`config.mk`:
```
export PLATFORM = sky130hd
export DESIGN_NAME = uart_rx_os
export DESIGN_NICKNAME = d
export VERILOG_FILES = /design/src/rtl/uart_pkg.sv /design/src/rtl/uart_rx_fifo.sv /design/src/rtl/uart_rx_os.sv
export SDC_FILE = /design/constraint.sdc
export NUM_CORES = 1
export LEC_CHECK = 0
export CAP_MARGIN = 20
export CELL_PAD_IN_SITES_DETAIL_PLACEMENT = 0
export CELL_PAD_IN_SITES_GLOBAL_PLACEMENT = 2
export CORE_MARGIN = 4
export CORE_UTILIZATION = 42
export DETAILED_ROUTE_END_ITERATION = 10
export GPL_TIMING_DRIVEN = 0
export HOLD_SLACK_MARGIN = 0.1
export PLACE_DENSITY_LB_ADDON = 0.1
export SKIP_CTS_REPAIR_TIMING = 1
export SKIP_LAST_GASP = 1
export SLEW_MARGIN = 20
export SYNTH_ARGS = -nofsm -noshare
export SYNTH_HDL_FRONTEND = slang
export SYNTH_SLANG_ARGS = --single-unit
export TNS_END_PERCENT = 100
```
`constraint.sdc`:
```
create_clock -name clk -period 2.9 [get_ports clk]
set_clock_uncertainty 0.15 [all_clocks]
set_input_delay 0.725 -clock clk [delete_from_list [all_inputs] [get_ports clk]]
set_output_delay 0.725 -clock clk [all_outputs]
set_load 0.005 [all_outputs]
```
`src/rtl/uart_pkg.sv`:
```
// Shared constants, FSM state type and baud divider helper
// for the oversampling UART receiver.
package uart_pkg;

   localparam int CHK_NONE = 0;
   localparam int CHK_ODD  = 1;
   localparam int CHK_EVEN = 2;

   localparam int ERR_PARITY = 0;
   localparam int ERR_FRAME  = 1;

   typedef enum logic [2:0] {
      WAIT_IDLE,
      IDLE,
      START,
      DATA,
      PARITY,
      STOP,
      BREAK_WAIT
   } rx_state_t;

   function automatic int calc_div(
      input int clk_hz,
      input int baud,
      input int os
   );
      return clk_hz / (baud * os);
   endfunction

endpackage

```
`src/rtl/uart_rx_fifo.sv`:
```
// First-word-fall-through synchronous FIFO; a push while full
// is accepted only if a pop frees the head slot in that cycle.
module uart_rx_fifo #(
   parameter int P_WIDTH = 10,
   parameter int P_DEPTH = 4
) (
   input  logic               clk,
   input  logic               rst,
   input  logic               i_push,
   input  logic [P_WIDTH-1:0] i_data,
   output logic               o_full,
   input  logic               i_pop,
   output logic [P_WIDTH-1:0] o_data,
   output logic               o_empty
);

   localparam int AW = $clog2(P_DEPTH);

   logic [P_WIDTH-1:0] mem_q [P_DEPTH];
   logic [AW-1:0]      wr_ptr_q;
   logic [AW-1:0]      rd_ptr_q;
   logic [AW:0]        count_q;
   logic               wr_en;
   logic               rd_en;

   assign o_empty = (count_q == '0);
   assign o_full  = (count_q == (AW+1)'(P_DEPTH));
   assign rd_en   = i_pop && !o_empty;
   assign wr_en   = i_push && (!o_full || rd_en);
   assign o_data  = mem_q[rd_ptr_q];

   always_ff @(posedge clk) begin
      if (wr_en) begin
         mem_q[wr_ptr_q] <= i_data;
      end
   end

   always_ff @(posedge clk or posedge rst) begin
      if (rst) begin
         wr_ptr_q <= '0;
         rd_ptr_q <= '0;
         count_q  <= '0;
      end else begin
         if (wr_en) begin
            wr_ptr_q <= wr_ptr_q + 1'b1;
         end
         if (rd_en) begin
            rd_ptr_q <= rd_ptr_q + 1'b1;
         end
         case ({wr_en, rd_en})
            2'b10:   count_q <= count_q + 1'b1;
            2'b01:   count_q <= count_q - 1'b1;
            default: count_q <= count_q;
         endcase
      end
   end

endmodule

```
`src/rtl/uart_rx_os.sv`:
```
// Oversampling UART receiver: majority-vote sampling, parity,
// framing and break detection, FIFO output with valid/ready.
module uart_rx_os
   import uart_pkg::*;
#(
   parameter int P_SYSTEM_CLK      = 50_000_000,
   parameter int P_UART_BAUD_RATE  = 9600,
   parameter int P_OVERSAMPLE      = 16,
   parameter int P_UART_DATA_WIDTH = 8,
   parameter int P_UART_STOP_WIDTH = 1,
   parameter int P_UART_CHECK      = 0,
   parameter int P_FIFO_DEPTH      = 4
) (
   input  logic                         clk,
   input  logic                         rst,
   input  logic                         i_uart_rx,
   output logic [P_UART_DATA_WIDTH-1:0] o_rx_data,
   output logic [1:0]                   o_rx_err,
   output logic                         o_rx_valid,
   input  logic                         i_rx_ready,
   output logic                         o_overflow,
   output logic                         o_break
);

   localparam int DIV = calc_div(P_SYSTEM_CLK, P_UART_BAUD_RATE,
                                 P_OVERSAMPLE);
   localparam int TW  = (DIV > 1) ? $clog2(DIV) : 1;
   localparam int SW  = $clog2(P_OVERSAMPLE);
   localparam int W   = P_UART_DATA_WIDTH;
   localparam int BW  = $clog2(W + 1);
   localparam int FW  = W + 2;

   localparam logic [TW-1:0] TICK_LAST = TW'(DIV - 1);
   localparam logic [SW-1:0] S_V0      = SW'(P_OVERSAMPLE/2 - 1);
   localparam logic [SW-1:0] S_V1      = SW'(P_OVERSAMPLE/2);
   localparam logic [SW-1:0] S_DEC     = SW'(P_OVERSAMPLE/2 + 1);
   localparam logic [SW-1:0] S_LAST    = SW'(P_OVERSAMPLE - 1);
   localparam logic [BW-1:0] B_LAST    = BW'(W);
   localparam logic [BW-1:0] STOP_LAST = BW'(P_UART_STOP_WIDTH - 1);

   if (DIV < 1) begin : g_chk_div
      $error("uart_rx_os: clock too slow for baud*oversample");
   end
   if (P_OVERSAMPLE != 8 && P_OVERSAMPLE != 16) begin : g_chk_os
      $error("uart_rx_os: oversample must be 8 or 16");
   end
   if (W < 5 || W > 9) begin : g_chk_w
      $error("uart_rx_os: data width must be 5..9");
   end

   logic            rx_meta_q;
   logic            rx_s_q;
   logic [1:0]      warm_q;
   logic [TW-1:0]   tick_cnt_q;
   rx_state_t       state_q, state_d;
   logic [SW-1:0]   samp_q, samp_d;
   logic [1:0]      votes_q, votes_d;
   logic [W-1:0]    data_q, data_d;
   logic [BW-1:0]   bitc_q, bitc_d;
   logic            par_q, par_d;
   logic            perr_q, perr_d;
   logic            ferr_q, ferr_d;

   logic            tick;
   logic            start_det;
   logic            maj;
   logic            ones_odd;
   logic            ferr_now;
   logic            is_break;
   logic            frame_end;
   logic            push;
   logic            pop;
   logic            full;
   logic            empty;
   logic [1:0]      err;
   logic [FW-1:0]   head;

   // The synchroniser resets to idle-high; warm_q keeps WAIT_IDLE
   // from trusting that reset value instead of the real pin.
   always_ff @(posedge clk or posedge rst) begin
      if (rst) begin
         rx_meta_q <= 1'b1;
         rx_s_q    <= 1'b1;
         warm_q    <= 2'b00;
      end else begin
         rx_meta_q <= i_uart_rx;
         rx_s_q    <= rx_meta_q;
         warm_q    <= {warm_q[0], 1'b1};
      end
   end

   assign start_det = (state_q == IDLE) && !rx_s_q;
   assign tick      = (tick_cnt_q == TICK_LAST);

   always_ff @(posedge clk or posedge rst) begin
      if (rst) begin
         tick_cnt_q <= '0;
      end else if (start_det || tick) begin
         tick_cnt_q <= '0;
      end else begin
         tick_cnt_q <= tick_cnt_q + 1'b1;
      end
   end

   assign maj = (votes_q[0] & votes_q[1]) |
                (votes_q[0] & rx_s_q) |
                (votes_q[1] & rx_s_q);

   assign ones_odd  = (^data_q) ^ maj;
   assign ferr_now  = ferr_q | ~maj;
   assign is_break  = ferr_now && (data_q == '0) &&
                      (P_UART_CHECK == CHK_NONE || !par_q);
   assign frame_end = (state_q == STOP) && tick &&
                      (samp_q == S_DEC) && (bitc_q == STOP_LAST);
   assign push      = frame_end && !is_break;
   assign o_break   = frame_end && is_break;

   always_comb begin
      state_d = state_q;
      samp_d  = samp_q;
      votes_d = votes_q;
      data_d  = data_q;
      bitc_d  = bitc_q;
      par_d   = par_q;
      perr_d  = perr_q;
      ferr_d  = ferr_q;
      unique case (state_q)
         WAIT_IDLE: begin
            if (warm_q[1] && rx_s_q) state_d = IDLE;
         end
         IDLE: begin
            if (!rx_s_q) begin
               state_d = START;
               samp_d  = '0;
               bitc_d  = '0;
               par_d   = 1'b0;
               perr_d  = 1'b0;
               ferr_d  = 1'b0;
            end
         end
         BREAK_WAIT: begin
            if (rx_s_q) state_d = IDLE;
         end
         default: begin
            if (tick) begin
               samp_d = samp_q + 1'b1;
               if (samp_q == S_V0) votes_d[0] = rx_s_q;
               if (samp_q == S_V1) votes_d[1] = rx_s_q;
               if (samp_q == S_DEC) begin
                  unique case (state_q)
                     START: if (maj) state_d = IDLE;
                     DATA: begin
                        data_d = {maj, data_q[W-1:1]};
                        bitc_d = bitc_q + 1'b1;
                     end
                     PARITY: begin
                        par_d  = maj;
                        perr_d = (P_UART_CHECK == CHK_ODD) ?
                                 !ones_odd : ones_odd;
                     end
                     default: begin
                        if (!maj) ferr_d = 1'b1;
                        if (bitc_q == STOP_LAST) begin
                           state_d = is_break ? BREAK_WAIT : IDLE;
                        end else begin
                           bitc_d = bitc_q + 1'b1;
                        end
                     end
                  endcase
               end
               if (samp_q == S_LAST) begin
                  unique case (state_q)
                     START: begin
                        state_d = DATA;
                        bitc_d  = '0;
                     end
                     DATA: begin
                        if (bitc_q == B_LAST) begin
                           state_d = (P_UART_CHECK != CHK_NONE) ?
                                     PARITY : STOP;
                           bitc_d  = '0;
                        end
                     end
                     PARITY: begin
                        state_d = STOP;
                        bitc_d  = '0;
                     end
                     default: ;
                  endcase
               end
            end
         end
      endcase
   end

   always_ff @(posedge clk or posedge rst) begin
      if (rst) begin
         state_q <= WAIT_IDLE;
         samp_q  <= '0;
         votes_q <= 2'b11;
         data_q  <= '0;
         bitc_q  <= '0;
         par_q   <= 1'b0;
         perr_q  <= 1'b0;
         ferr_q  <= 1'b0;
      end else begin
         state_q <= state_d;
         samp_q  <= samp_d;
         votes_q <= votes_d;
         data_q  <= data_d;
         bitc_q  <= bitc_d;
         par_q   <= par_d;
         perr_q  <= perr_d;
         ferr_q  <= ferr_d;
      end
   end

   always_comb begin
      err             = 2'b00;
      err[ERR_PARITY] = perr_q;
      err[ERR_FRAME]  = ferr_now;
   end

   assign pop        = o_rx_valid && i_rx_ready;
   assign o_overflow = push && full && !pop;

   uart_rx_fifo #(
      .P_WIDTH (FW),
      .P_DEPTH (P_FIFO_DEPTH)
   ) u_fifo (
      .clk     (clk),
      .rst     (rst),
      .i_push  (push),
      .i_data  ({err, data_q}),
      .o_full  (full),
      .i_pop   (pop),
      .o_data  (head),
      .o_empty (empty)
   );

   assign o_rx_valid = !empty;
   assign o_rx_data  = o_rx_valid ? head[W-1:0] : '0;
   assign o_rx_err   = o_rx_valid ? head[FW-1:W] : '0;

endmodule

```
==> reports/metrics.cfg <==
[critical_path]
critical_path.top_delay_family=simple AND/OR/NAND/NOR gates
crit_fanout=5
required_ns=2.03
cp-end-kind=output pin
cp_cell_sequence=inv_2 > ha_1 > and4bb_4 > nand4_1 > buf_4 > or3_4 > nor4b_4 > buf_2
crit_type=reg -> out
worstPathArrival_ns=2.33
critPathLaunchType=flip-flop
max_stage_delay_ns=0.42
critPathBufInv=3
cp_slowest_cell=dfrtp_1

[layout]
syn2layout_area_growth_pct=19.72
fin_area_um2=5036
seq_area_um2=2286
drive_above_1_share_pct=24.11
n_antenna_cell=0
multi_input_area_um2=1829
nets=409
fillCellCount=912

[hold_path]
hold_path_class=reg -> reg

[route]
drt-met1-wl_um=3784
routedWlPerCell_um=15.73
top_layer=met4
detail-route-antenna-nets=0
vias_per_cell=5.222
wl_met3_um=236
met2_length_um=4117
drt_iter0_drc=118
dr.pass1.iters=4
drc=0
routed_wl_um=8292
vias=2752

[floorplan]
pin_count=17
die_y_um=108.1
start_util_pct=43.04
die_area_um2=11680
coreArea_um2=9774
rows=36
die_x_um=108.1

[cts]
cts.path.max_buffers=2
cts_tree=yes
clock-sinks=83
cts_max_level=3
clk_latency_ns=0.35
cts-buffers-inserted=9
cts-root-buf=clkbuf_8
clk_pin_slew_ns=0.09

[run_status]
failed_checks=negative setup slack
status=complete, but fails checks

[place]
place_hpwl_um=5714
gp_congestion=0.7992
portBuffers=16
dpl_cell_area_um2=4553

[logic_synthesis]
synth-main-ff-cell=edfxtp_1
synth_cells=338
synth_area_per_cell_um2=12.45
async_flop_share_pct=51.81
synth_cell_types=64
ys_seq_area_share_pct=54.25
synth_edf_count=40
netlist_area_um2=4207
syn_nets=358
yosys_warnings=0
ys_ff_latch=83

[timing]
layout_setup_ws_ns=-0.3047
slew_viol_final=0
hold_viol_final=0
fin_crit_sh_pct=110.5
fin_setup_tns_ns=-0.3070
max_freq_mhz=312.0
period_needed_ns=3.205
grt_setup_unrepaired=true
timing.hold.ws_ns=0.2058
relSlewSlack_pct=65.41
setup_viol=2
tightest_slew_ns=0.5171

[global_route]
overflow=0
grt_pass1_wl_um=13580
first_global_vias=2645
grt_max_degree=24
antenna_found_initial=0
grt_usage_pct=14.97

[power_and_ir_drop]
leakage_nw=2.147
ir_drop_mv=0.2643
finalPower_mw=2.843
p_per_area_nw_per_um2=564.4

[job]
cap_violations=0

routing by layer:
| layer | GRT usage, % | up-vias |
|---|---|---|
| met4 | 6.583 | 0 |
| met5 | 0 | - |
| met1 | 19.46 | 1361 |
| met2 | 24.73 | 43 |
| li1 | - | 1336 |
| met3 | 2.507 | 12 |
final timing paths:
| check | start | endpoint | slack (ns) | cells past startpoint |
|---|---|---|---|---|
| setup / recovery | tick_cnt_q[0] | o_overflow | -0.30 | 8 |
| hold / removal | warm_q[0] | warm_q[1] | 0.21 | 0 |
| setup reg to reg | tick_cnt_q[0] | u_fifo.count_q[1] | 0 | 10 |
| hold reg to reg | warm_q[0] | warm_q[1] | 0.21 | 0 |
| max in group asynchronous | rst | u_fifo.count_q[2] | 1.56 | 3 |
| min in group asynchronous | rst | tick_cnt_q[4] | 0.54 | 2 |
area by class of cell:
cell class              count  share of cell area, %
flip-flops and latches     83                  45.39
multi-input cells         221                  36.32
repair buffers             40                  7.752
well taps                 133                  3.304
clock buffers               9                  2.460
inverters                  25                  1.863
clock inverters             7                  1.665
plain buffers               9                  1.242
report_power, final:
group          leakage [nW]  internal [mW]  switching (mW)  total, mW
Combinational          1.05          0.325           0.251      0.577
Sequential            0.993           1.30          0.0888       1.39
Clock                 0.102          0.413           0.459      0.873
placed cells by master (no fill, tap or decap), types with 3 or more instances in the layout:
cell type	count
mux4_2	10
xor2_1	4
o31ai_1	4
dlymetal6s2s_1	10
inv_1	23
nor3_1	6
ha_1	15
buf_4	25
edfxtp_1	40
nand2_1	22
a21oi_1	14
and2_1	13
dfstp_2	4
nand3_1	11
o22ai_1	3
o211ai_1	6
xnor2_1	14
dfrtp_2	3
mux2_2	3
nor2_1	14
clkdlybuf4s50_1	5
dfrtp_1	36
o21ai_0	8
and2_2	5
clkbuf_8	9
mux2i_1	10
clkbuf_1	4
nand4_1	5
nand2b_1	3
cells in the mapped netlist, drive strengths merged, types with 5 or more instances:
master | instances | share of area [%]
mux2i | 10 | 2.4
nor2 | 14 | 1.2
dfrtp | 39 | 23
inv | 25 | 2.2
nand4 | 5 | 0.74
o21ai | 8 | 0.95
edfxtp | 40 | 29
xnor2 | 14 | 2.9
mux4 | 10 | 5.4
nand2 | 24 | 2.4
and2 | 18 | 2.7
o211ai | 6 | 1.1
nand3 | 11 | 1.3
nor3 | 7 | 1.1
clkbuf | 6 | 0.54
a21oi | 15 | 2.1
ha | 15 | 4.5
metrics by stage:
step	cells	utilization, %	setup slack (ns)
after floorplan	338	-	0.2192
after global placement	487	46.38	-0.4424
after detailed placement	488	46.58	-0.4360
after CTS	504	48.71	-0.8432
after global routing	527	51.52	-0.4068
final	527	51.52	-0.3047
cells by family (layout without fill, tap and decap cells):
family | after synthesis | count (layout) | share of synthesized area, %
xor gates and xnor gates | 18 | 18 | 3.748
other | 1 | 1 | 0.08915
AOI/OAI and AO/OA | 56 | 56 | 9.607
DFF | 83 | 83 | 54.25
buffers and inverters | 34 | 90 | 3.242
and+or+nand+nor | 105 | 105 | 14.99
adders and majority gates | 17 | 17 | 5.265
muxes | 24 | 24 | 8.804
state kept, by name, indices dropped and copies added (netlist names):
register / flops
rx_s_q: 1
tick_cnt_q: 9
bitc_q: 4
state_q: 3
u_fifo.mem_q: 40
data_q: 8
u_fifo.wr_ptr_q: 2
rx_meta_q: 1
perr_q: 1
u_fifo.rd_ptr_q: 2
votes_q: 2
u_fifo.count_q: 3
samp_q: 4
ferr_q: 1
warm_q: 2
worst register-to-register path: cells and delay by family (launching register included):
kind / cells / cell delay [ns]
AOI/OAI and AO/OA: 2 / 0.40
adders and majority gates: 2 / 0.58
DFF: 1 / 0.42
buffers and inverters: 2 / 0.20
and+or+nand+nor: 4 / 1.05
Power figures use the tool's default switching activity.
